<file path="config.mk">
export PLATFORM = sky130hd
export DESIGN_NAME = fifo_drain_ctrl
export DESIGN_NICKNAME = d
export VERILOG_FILES = /design/src/rtl/fifo_pkg.sv /design/src/rtl/drain_skid_buf.sv /design/src/rtl/fifo_drain_ctrl.sv
export SDC_FILE = /design/constraint.sdc
export NUM_CORES = 1
export LEC_CHECK = 0
export CORE_MARGIN = 2
export CORE_UTILIZATION = 56
export CTS_BUF_LIST = sky130_fd_sc_hd__clkbuf_8 sky130_fd_sc_hd__clkbuf_16
export DETAILED_ROUTE_END_ITERATION = 7
export DONT_BUFFER_PORTS = 1
export GPL_TIMING_DRIVEN = 0
export PLACE_DENSITY = 0.83
export SLEW_MARGIN = 15
export SYNTH_ARGS = -nofsm -noshare
export SYNTH_HDL_FRONTEND = slang
export SYNTH_SLANG_ARGS = --single-unit
</file>
<file path="constraint.sdc">
create_clock -name CLK -period 3.18 [get_ports CLK]
set_clock_uncertainty 0.1 [all_clocks]
set_input_delay 0.636 -clock CLK [delete_from_list [all_inputs] [get_ports CLK]]
set_output_delay 0.636 -clock CLK [all_outputs]
set_load 0.03 [all_outputs]
</file>
<file path="src/rtl/fifo_pkg.sv">
// Shared definitions for the conditional FIFO and its drain-side consumer.
package fifo_pkg;

  // Word width shared by the FIFO and every stage that reads from it.
  localparam int FIFO_DATA_WIDTH = 8;

  // Read-pacing states of the drain controller.
  typedef enum logic [1:0] {
    S_IDLE   = 2'd0,
    S_BURST  = 2'd1,
    S_SINGLE = 2'd2,
    S_GAP    = 2'd3
  } drain_state_t;

endpackage

</file>
<file path="src/rtl/drain_skid_buf.sv">
// Two-entry in-order holding buffer between the FIFO read port and the
// downstream valid/ready port. slot0 is always the head word.
module drain_skid_buf #(
  parameter int DATA_WIDTH = 8
) (
  input  logic                  clk,
  input  logic                  rst,
  input  logic                  push,
  input  logic [DATA_WIDTH-1:0] push_data,
  input  logic                  pop,
  output logic [1:0]            occ,
  output logic                  head_valid,
  output logic [DATA_WIDTH-1:0] head_data
);

  logic [DATA_WIDTH-1:0] slot0;
  logic [DATA_WIDTH-1:0] slot1;
  logic                  do_pop;
  logic                  do_push;

  // An empty buffer cannot pop; a full one only accepts a push alongside a pop.
  assign do_pop  = pop && (occ != 2'd0);
  assign do_push = push && ((occ != 2'd2) || do_pop);

  // Shift the second slot forward on pop and land new words behind the head.
  always_ff @(posedge clk) begin
    if (rst) begin
      occ   <= 2'd0;
      slot0 <= '0;
      slot1 <= '0;
    end else begin
      case ({do_push, do_pop})
        2'b10: begin
          if (occ == 2'd0) slot0 <= push_data;
          else             slot1 <= push_data;
          occ <= occ + 2'd1;
        end
        2'b01: begin
          slot0 <= slot1;
          occ   <= occ - 2'd1;
        end
        2'b11: begin
          if (occ == 2'd1) begin
            slot0 <= push_data;
          end else begin
            slot0 <= slot1;
            slot1 <= push_data;
          end
        end
        default: ;
      endcase
    end
  end

  assign head_valid = (occ != 2'd0);
  assign head_data  = slot0;

endmodule

</file>
<file path="src/rtl/fifo_drain_ctrl.sv">
// Drain controller: paces read strobes into the FIFO, captures the registered
// read data a cycle later into a 2-entry buffer, forwards it on valid/ready
// and counts forwarded words.
module fifo_drain_ctrl
  import fifo_pkg::*;
#(
  parameter int DATA_WIDTH = FIFO_DATA_WIDTH,
  parameter int CNT_WIDTH  = 16
) (
  input  logic                  CLK,
  input  logic                  RST,
  input  logic                  ENB,
  input  logic                  fifoEmpty,
  input  logic                  fifoAlmostEmpty,
  input  logic                  fifoErrorEmpty,
  input  logic [DATA_WIDTH-1:0] fifoData,
  output logic                  fifoRead,
  output logic                  outValid,
  input  logic                  outReady,
  output logic [DATA_WIDTH-1:0] outData,
  output logic [CNT_WIDTH-1:0]  wordCount,
  output logic                  underrun
);

  drain_state_t          state;
  logic                  inflight;
  logic [1:0]            occ;
  logic                  head_valid;
  logic [DATA_WIDTH-1:0] head_data;
  logic                  pop;
  logic [2:0]            pending;
  logic                  state_permits;
  logic                  issue;

  // Pops are qualified by ENB so a frozen stage never drops the word it shows.
  assign pop = ENB && head_valid && outReady;

  // Words already held or in flight after this cycle's pop must leave a free slot.
  assign pending = {1'b0, occ} + {2'b00, inflight} - {2'b00, pop};

  // Only the burst and single-shot states may strobe the FIFO.
  always_comb begin
    state_permits = 1'b0;
    issue         = 1'b0;
    state_permits = (state == S_BURST) || (state == S_SINGLE);
    issue         = ENB && !fifoEmpty && (pending < 3'd2) && state_permits;
  end

  assign fifoRead = issue;

  // A read's data arrives next cycle, so the in-flight marker simply follows the strobe.
  always_ff @(posedge CLK) begin
    if (RST) inflight <= 1'b0;
    else     inflight <= issue;
  end

  // Read pacing: full rate when well stocked, one read per two cycles near empty.
  always_ff @(posedge CLK) begin
    if (RST) begin
      state <= S_IDLE;
    end else if (ENB) begin
      unique case (state)
        S_IDLE: begin
          if (!fifoEmpty) state <= fifoAlmostEmpty ? S_SINGLE : S_BURST;
        end
        S_BURST: begin
          if (fifoEmpty)            state <= S_IDLE;
          else if (fifoAlmostEmpty) state <= S_SINGLE;
        end
        S_SINGLE: begin
          if (fifoEmpty)  state <= S_IDLE;
          else if (issue) state <= S_GAP;
        end
        S_GAP: begin
          if (!fifoAlmostEmpty) state <= S_BURST;
          else if (!fifoEmpty)  state <= S_SINGLE;
          else                  state <= S_IDLE;
        end
        default: state <= S_IDLE;
      endcase
    end
  end

  // Count accepted words and latch any empty-read error reported by the FIFO.
  always_ff @(posedge CLK) begin
    if (RST) begin
      wordCount <= '0;
      underrun  <= 1'b0;
    end else if (ENB) begin
      if (pop)            wordCount <= wordCount + 1'b1;
      if (fifoErrorEmpty) underrun  <= 1'b1;
    end
  end

  // The in-flight word is captured even when ENB drops, so it is never lost.
  drain_skid_buf #(
    .DATA_WIDTH(DATA_WIDTH)
  ) u_buf (
    .clk       (CLK),
    .rst       (RST),
    .push      (inflight),
    .push_data (fifoData),
    .pop       (pop),
    .occ       (occ),
    .head_valid(head_valid),
    .head_data (head_data)
  );

  assign outValid = head_valid;
  assign outData  = head_data;

endmodule
</file>
==> impl_metrics.toml, run 1 <==
[synth]
seq_area_frac_synth_pct = 41.4
synthesis.area_sq_um = 1840
synth_nets = 238
postSynthAreaPerCell_sq_um = 8.64
ys_ff_latch = 38
synth_cells = 213
synth_cell_types = 35
yosysWarnings = 0

[floorplanning]
die_w_microns = 61.3
std_cell_rows = 20
start_util_pct = 59.8
ioPinCount = 42
core-area_sq_um = 3080
die_h_microns = 61.3
dieArea_sq_um = 3760

[global_route]
grt_use_total_pct = 23.1
grt_pass1_vias = 1473
antenna_found_initial = 0
grt_overflow = 0
grt_pass1_wl_microns = 6270
grt_max_degree = 13

[sta]
fmax_ghz = 0.318
relSlewSlack_pct = 48.9
hold_viol_final = 0
min_period_over_period_pct = 99.0
min_period_ps = 3150
final.setup.tns_ps = 0
drv_slew = 0
setup_viol = 0
whs_ps = 382
tightest_slew_ps = 766
rsz0062_at_grt = "yes"

[routing]
vias = 1559
drt-pass1-iter-count = 4
first_iter_violations = 67
detail-route-antenna-nets = 0
routed_wl_microns = 4140
drc = 0
via_per_inst = 5.63
routedWlPerCell_microns = 14.9

[critical_path]
cp_cell_sequence = "inv_4 > ha_4 > nand3b_1 > inv_4 > ha_4 > nand2b_4 > fa_1 > nand4b_1 > nor2_4"
worst-r2r-cell-count = 14
worstPathRequired_ps = 2440
crit_family = "adder cells"
reg2reg_setup_slack_ps = 120
worstPathMaxFanout = 2
crit_path_max_incr_delay_ps = 500
start_kind = "flip-flop"
path_buf_inv = 2
timing.rr.end = "state[1]$_SDFFE_PP0P_"
crit_arrival_ps = 2410
criticalPathCategory = "flip-flop to primary output"
end_kind = "primary output"
cpMaxStageDelayCell = "fa_1"
r2r-start = "u_buf.occ[1]$_SDFFE_PP0P_"

[final_layout]
layout-drive-gt1-share_pct = 15.5
nets = 257
stdcell_count = 277
antenna_cells = 0
design_area_sq_um = 2130
final.fill_count = 268
multi_input_area_sq_um = 1060
seq_area_sq_um = 766
areaGrowthSynthToFinish_pct = 16.1

[cts]
clock-sinks = 38
clk_path_buf_depth = 2
cts_root_buf = "clkbuf_8"
cts_tree = "done"
cts_max_level = 2
clkLatencyLatePin_ps = 300
path_clk_slew_ps = 70
cts_buffers = 5

[placed_design]
placed_area_sq_um = 1910
dp_hpwl_microns = 2750
dp.cells = 257
portBuffers = 0
gp_routability_congestion = 0.729

[pwr]
finalPower_mw = 0.998
power.density_nw_per_um2 = 468
p_leak_nw = 0.801
vdd_ir_drop_max_mv = 0.282

[min_path]
hold_path_end = "u_buf.head_data[2]$_SDFFE_PP0P_"
worstHoldStart = "u_buf.slot1[2]$_SDFFE_PP0P_"
hold_depth = 2
min_path_type = "flip-flop to flip-flop"

[status]
status = "finished clean"

[job]
cap_violations = 0
## how the worst max path moves through the flow
stage / slack [ps] / endpoint / cells past startpoint / startpoint
after global placement: -190 / fifoRead / 10 / u_buf.occ[1]$_SDFFE_PP0P_
after global routing: -40 / fifoRead / 9 / u_buf.occ[1]$_SDFFE_PP0P_
after detailed placement: -230 / fifoRead / 10 / u_buf.occ[1]$_SDFFE_PP0P_
after floorplan: 20 / fifoRead / 10 / u_buf.occ[1]$_SDFFE_PP0P_
after CTS: 2 / fifoRead / 9 / u_buf.occ[0]$_SDFFE_PP0P_
final: 30 / fifoRead / 9 / u_buf.occ[1]$_SDFFE_PP0P_
## through the flow
stage	worst slack, ps	utilization, %
final	32.2	69.3
after floorplan	18.1	-
after global placement	-193	62.0
after detailed placement	-234	62.0
after CTS	2.06	67.8
after global routing	-38.1	69.3
## flip-flops by register name (all words and copies together) (netlist names)
signal	flops
wordCount	16
u_buf.head_data	8
u_buf.slot1	8
state	2
u_buf.occ	2
inflight	1
underrun	1
## cells by family after synthesis
group,after synthesis,share of synthesized area (%)
AO/OA/AOI/OAI,34,13.1
buffers and inverters,16,3.40
AND/OR/NAND/NOR,93,23.5
XOR/XNOR,10,4.76
flip-flops,38,41.4
multiplexers,12,6.73
adder cells (fa/ha/maj),10,7.21
## cells in the mapped netlist
master / count / area (sq um)
a2111oi_4: 1 / 27.5
and3_1: 2 / 12.5
nand4_1: 4 / 25.0
o31ai_1: 2 / 15.0
nand2b_1: 2 / 12.5
mux2i_1: 9 / 90.1
buf_1: 2 / 7.51
a2bb2oi_1: 1 / 8.76
nor3_1: 2 / 10.0
o21ai_0: 8 / 40.0
nand2_1: 26 / 97.6
fa_1: 1 / 20.0
and3_2: 1 / 7.51
nand3_1: 5 / 25.0
or4_1: 1 / 7.51
a211oi_1: 1 / 7.51
nor4_1: 1 / 6.26
buf_2: 2 / 10.0
clkbuf_1: 3 / 11.3
and2_1: 1 / 6.26
nand3b_1: 1 / 7.51
or3_1: 5 / 31.3
and4_1: 2 / 17.5
nand4b_1: 1 / 8.76
a311oi_1: 9 / 78.8
xor2_1: 8 / 70.1
nor2b_1: 4 / 25.0
dfxtp_1: 38 / 761
nor2_1: 35 / 131
inv_1: 9 / 33.8
xnor2_1: 2 / 17.5
a21oi_1: 11 / 55.1
a21o_1: 1 / 7.51
ha_1: 9 / 113
mux2_2: 3 / 33.8
## report_power, final
group          total, mW  internal (mW)  switching, mW  leakage (nW)
sequential         0.522          0.491         0.0310         0.308
clock              0.348          0.174          0.174        0.0472
combinational      0.129         0.0563         0.0724         0.446
total              0.998          0.721          0.277         0.801
## layer usage
metal  GRT usage (%)  vias to the layer above  part of all wire (%)
li1                -                      775                     -
met1            25.5                      723                    41
met2            40.0                       55                    50
met3            9.66                        6                   7.5
met4            8.07                        0                   1.7
met5               0                        -                     0
## placed cells by master (no fill, tap or decap), types with 3 or more instances in the layout
| cell type | n |
|---|---|
| a21oi_1 | 11 |
| a311oi_1 | 9 |
| buf_4 | 13 |
| clkbuf_1 | 3 |
| clkbuf_8 | 6 |
| dfxtp_1 | 36 |
| ha_1 | 7 |
| inv_1 | 6 |
| inv_4 | 3 |
| mux2_2 | 3 |
| mux2i_1 | 9 |
| nand2_1 | 26 |
| nand3_1 | 5 |
| nand4_1 | 4 |
| nor2_1 | 34 |
| nor2b_1 | 4 |
| o21ai_0 | 8 |
| or3_1 | 5 |
| xor2_1 | 8 |
## tightest hold or removal path, cell delays in order, from the launching register on
cell      delay [ps]
dfxtp_1          310
nand2_1           50
a311oi_1          70
## timing repair
item / CTS / global route
endpoints found under the setup margin: 3 / 1
buffers inserted: 9 / 4
hold buffers: 0 / 0
resized for setup: 7 / 3
pin swaps: 3 / 3
## final cells by class
class | instances | share of cell area [%]
clock inverter | 2 | 0.586
inverter | 9 | 1.93
multi-input combinational | 159 | 49.5
sequential | 38 | 35.9
clock buffer | 6 | 3.87
tap | 44 | 2.58
buffer | 6 | 1.11
timing repair buffer | 13 | 4.57
Power figures use the tool's default switching activity.
==> inputs of run 2 (changes only) <==
SETUP_SLACK_MARGIN = 0.1   (was not set)
SKIP_CTS_REPAIR_TIMING = 1   (was not set)
SLEW_MARGIN = not set   (was 15)
==> impl_metrics.toml, run 2 (synthesized netlist as in run 1, its figures left out) <==
[final_layout]
utilization_pct = 69.3
design_area_sq_um = 2130
nets = 256
final.fill_count = 269
areaGrowthSynthToFinish_pct = 16.0
mostFrequentLayoutCells = "dfxtp_1 (36), nor2_1 (34), nand2_1 (26)"
layout-drive-gt1-share_pct = 15.5
antenna_cells = 0
largest_reg_flops = 16
final_common_cell = "dfxtp_1"
regMostFlops = "wordCount"

[floorplanning]
die_w_microns = 61.3
die_h_microns = 61.3
core-area_sq_um = 3080
dieArea_sq_um = 3760
start_util_pct = 59.8
std_cell_rows = 20
ioPinCount = 42

[sta]
fmax_ghz = 0.303
setup_viol = 1
min_period_over_period_pct = 104
final.setup.tns_ps = -124
hold_viol_final = 0
rsz0062_at_grt = "yes"
min_period_ps = 3300
drv_slew = 0
relSlewSlack_pct = 44.1
tightest_slew_ps = 838
fin_ws_ps = -124

[routing]
via_per_inst = 5.65
vias = 1560
routed_wl_microns = 3870
drc = 0
first_iter_violations = 62
routedWlPerCell_microns = 14.0
drt-pass1-iter-count = 4
detail-route-antenna-nets = 0

[critical_path]
crit_family = "simple AND/OR/NAND/NOR gates"
crit_arrival_ps = 2570
path_buf_inv = 3
end_kind = "primary output"
critical_path.most_common_cell = "ha_4"
crit_path_max_incr_delay_ps = 480
worstPathRequired_ps = 2440
worstPathMaxFanout = 5
cp_cell_sequence = "inv_4 > ha_4 > nand3b_1 > inv_2 > buf_6 > ha_4 > nand2b_4 > fa_1 > nand4b_1 > nor2_4"
start_kind = "flip-flop"
cpMaxStageDelayCell = "fa_1"
criticalPathCategory = "flip-flop to primary output"

[global_route]
grt_pass1_vias = 1412
antenna_found_initial = 0
grt_pass1_wl_microns = 5800
grt_max_degree = 12
grt_overflow = 0
grt_use_total_pct = 21.2

[placed_design]
portBuffers = 0
dp_hpwl_microns = 2720
placed_area_sq_um = 1930
gp_routability_congestion = 0.811
post-place-ws_ps = -86.8

[pwr]
finalPower_mw = 0.984
vdd_ir_drop_max_mv = 0.381
p_leak_nw = 0.804
power.density_nw_per_um2 = 461

[cts]
cts_max_level = 2
path_clk_slew_ps = 70
cts_tree = "done"
clock-sinks = 38
clk_path_buf_depth = 2
cts_buffers = 5
clkLatencyLatePin_ps = 290
cts_root_buf = "clkbuf_8"

[status]
status = "finished, violations left"
violations = "negative setup slack"

[job]
cap_violations = 0

[min_path]
min_path_type = "flip-flop to flip-flop"
==> run 2: power by group <==
group | switching (mW) | total [mW] | internal, mW
registers | 0.0313 | 0.522 | 0.491
clock network | 0.164 | 0.335 | 0.172
logic | 0.0707 | 0.127 | 0.0562
total | 0.266 | 0.984 | 0.718
==> run 2: per-layer routing <==
| metal | share of wire (%) | GRT usage [%] | vias to the layer above |
|---|---|---|---|
| li1 | - | - | 778 |
| met1 | 42 | 23.4 | 731 |
| met2 | 48 | 36.6 | 44 |
| met3 | 8.8 | 8.40 | 7 |
| met4 | 1.5 | 8.39 | 0 |
| met5 | 0 | 0 | - |
==> run 2: per-stage QoR <==
step / instances / hold slack (ps)
6_report: 276 / 377
5_1_grt: 276 / 392
4_1_cts: 265 / 380
3_5_place_dp: 257 / 370
3_3_place_gp: 257 / 363
2_1_floorplan: 213 / 354
==> run 2: cell type report <==
cell class | instances | area (sq um) | share of cell area, %
Clock inverter | 2 | 8.76 | 0.411
Multi-Input combinational cell | 159 | 1060 | 49.9
Buffer | 7 | 35.0 | 1.64
Sequential cell | 38 | 766 | 35.9
Clock buffer | 6 | 82.6 | 3.87
Tap cell | 44 | 55.1 | 2.58
Timing Repair Buffer | 11 | 82.6 | 3.87
Inverter | 9 | 38.8 | 1.82
==> run 2: path summary, 6_finish.rpt <==
check / from / to / slack (ps) / cells after the start
worst min register to register: u_buf.slot1[2]$_SDFFE_PP0P_ / u_buf.head_data[2]$_SDFFE_PP0P_ / 380 / 2
worst min-delay path: u_buf.slot1[2]$_SDFFE_PP0P_ / u_buf.head_data[2]$_SDFFE_PP0P_ / 380 / 2
worst max-delay path: u_buf.occ[1]$_SDFFE_PP0P_ / fifoRead / -120 / 10
worst max register to register: u_buf.occ[1]$_SDFFE_PP0P_ / state[1]$_SDFFE_PP0P_ / 240 / 13
==> run 2: tightest hold or removal path, stage by stage, from the launching register on <==
cell      delay, ps
dfxtp_1         310
nand2_1          50
a311oi_1         70
==> inputs of run 3 (changes only) <==
SETUP_SLACK_MARGIN = 0.15   (was 0.1)
==> impl_metrics.toml, run 3 (synthesized netlist as in run 1, its figures left out) <==
[critical_path]
cpMaxStageDelayCell = "fa_1"
critical_path.most_common_cell = "ha_4"
start_kind = "flip-flop"
worstPathMaxFanout = 6
worstPathRequired_ps = 2440
cp_cell_sequence = "inv_4 > ha_4 > nand3b_1 > inv_2 > buf_6 > ha_4 > nand2b_4 > fa_1 > nand4b_1 > nor2_4"
end_kind = "primary output"
crit_arrival_ps = 2640
criticalPathCategory = "flip-flop to primary output"
crit_path_max_incr_delay_ps = 480

[final_layout]
regMostFlops = "wordCount"
mostFrequentLayoutCells = "dfxtp_1 (36), nor2_1 (34), nand2_1 (26)"
design_area_sq_um = 2170
nets = 259
final_common_cell = "dfxtp_1"
largest_reg_flops = 16
areaGrowthSynthToFinish_pct = 18.2
antenna_cells = 0
layout-drive-gt1-share_pct = 17.0

[floorplanning]
core-area_sq_um = 3080
start_util_pct = 59.8
ioPinCount = 42
std_cell_rows = 20
die_h_microns = 61.3
die_w_microns = 61.3
dieArea_sq_um = 3760

[min_path]
min_path_type = "flip-flop to flip-flop"

[status]
status = "finished, violations left"
violations = "negative setup slack"

[sta]
hold_viol_final = 0
fmax_ghz = 0.296
drv_slew = 0
final.setup.tns_ps = -197
min_period_over_period_pct = 106
setup_viol = 1
relSlewSlack_pct = 46.4
fin_ws_ps = -197
rsz0062_at_grt = "yes"
min_period_ps = 3380
whs_ps = 379
tightest_slew_ps = 804

[routing]
routedWlPerCell_microns = 14.9
drc = 0
detail-route-antenna-nets = 0
via_per_inst = 5.68
first_iter_violations = 51
vias = 1585
routed_wl_microns = 4160
drt-pass1-iter-count = 4

[placed_design]
gp_routability_congestion = 0.805
placed_area_sq_um = 1950
portBuffers = 0
dp_hpwl_microns = 2770

[pwr]
power.density_nw_per_um2 = 458
vdd_ir_drop_max_mv = 0.338
finalPower_mw = 0.996
p_leak_nw = 0.825

[cts]
clk_path_buf_depth = 2
cts_tree = "done"
clkLatencyLatePin_ps = 280
cts_buffers = 5
cts_root_buf = "clkbuf_8"
cts_max_level = 2
path_clk_slew_ps = 70
clock-sinks = 38

[global_route]
grt_overflow = 0
antenna_found_initial = 0
grt_use_total_pct = 22.2
grt_pass1_vias = 1458
grt_max_degree = 12
grt_pass1_wl_microns = 6040

[job]
cap_violations = 0
[run 3: stage by stage]
stage	instances	util [%]	setup slack, ps
final	279	70.6	-197
after global routing	279	70.6	-293
after CTS	265	66.2	-345
after detailed placement	257	63.3	-21.5
after global placement	257	63.3	-20.5
after floorplan	213	-	136
[run 3: worst paths after layout]
path / start / slack, ps / depth (start not counted) / end
setup / recovery: u_buf.occ[1]$_SDFFE_PP0P_ / -200 / 10 / fifoRead
hold / removal: u_buf.slot1[0]$_SDFFE_PP0P_ / 380 / 2 / u_buf.head_data[0]$_SDFFE_PP0P_
setup reg to reg: u_buf.occ[1]$_SDFFE_PP0P_ / 150 / 13 / state[0]$_SDFFE_PP0P_
hold reg to reg: u_buf.slot1[0]$_SDFFE_PP0P_ / 380 / 2 / u_buf.head_data[0]$_SDFFE_PP0P_
[run 3: routing by layer]
layer  up-vias  wire (microns)  GRT usage (%)
met1       746            1680           24.2
met2        46            2100           37.1
met5         -               0              0
li1        783               -              -
met3        10             293           8.61
met4         0              89           12.1
[run 3: where the power goes]
| group | leakage [nW] | internal [mW] | switching (mW) |
|---|---|---|---|
| clock | 0.0524 | 0.172 | 0.165 |
| combinational | 0.464 | 0.0606 | 0.0764 |
| sequential | 0.308 | 0.491 | 0.0314 |
| total | 0.825 | 0.723 | 0.273 |
[run 3: worst max-delay path, delay by kind of cell, from the launching register on]
| kind | cells | cell delay (ps) |
|---|---|---|
| fa+ha+maj | 3 | 820 |
| flops | 1 | 370 |
| buf+inv | 3 | 310 |
| simple gates | 4 | 850 |
[run 3: area by class of cell]
type / instances / area, sq um
buffer: 7 / 35.0
clock buffer: 6 / 82.6
clock inverter: 2 / 8.76
fill: 258 / 905
inverter: 9 / 38.8
multi-input combinational: 159 / 1080
sequential: 38 / 766
tap: 44 / 55.1
timing repair buffer: 14 / 105
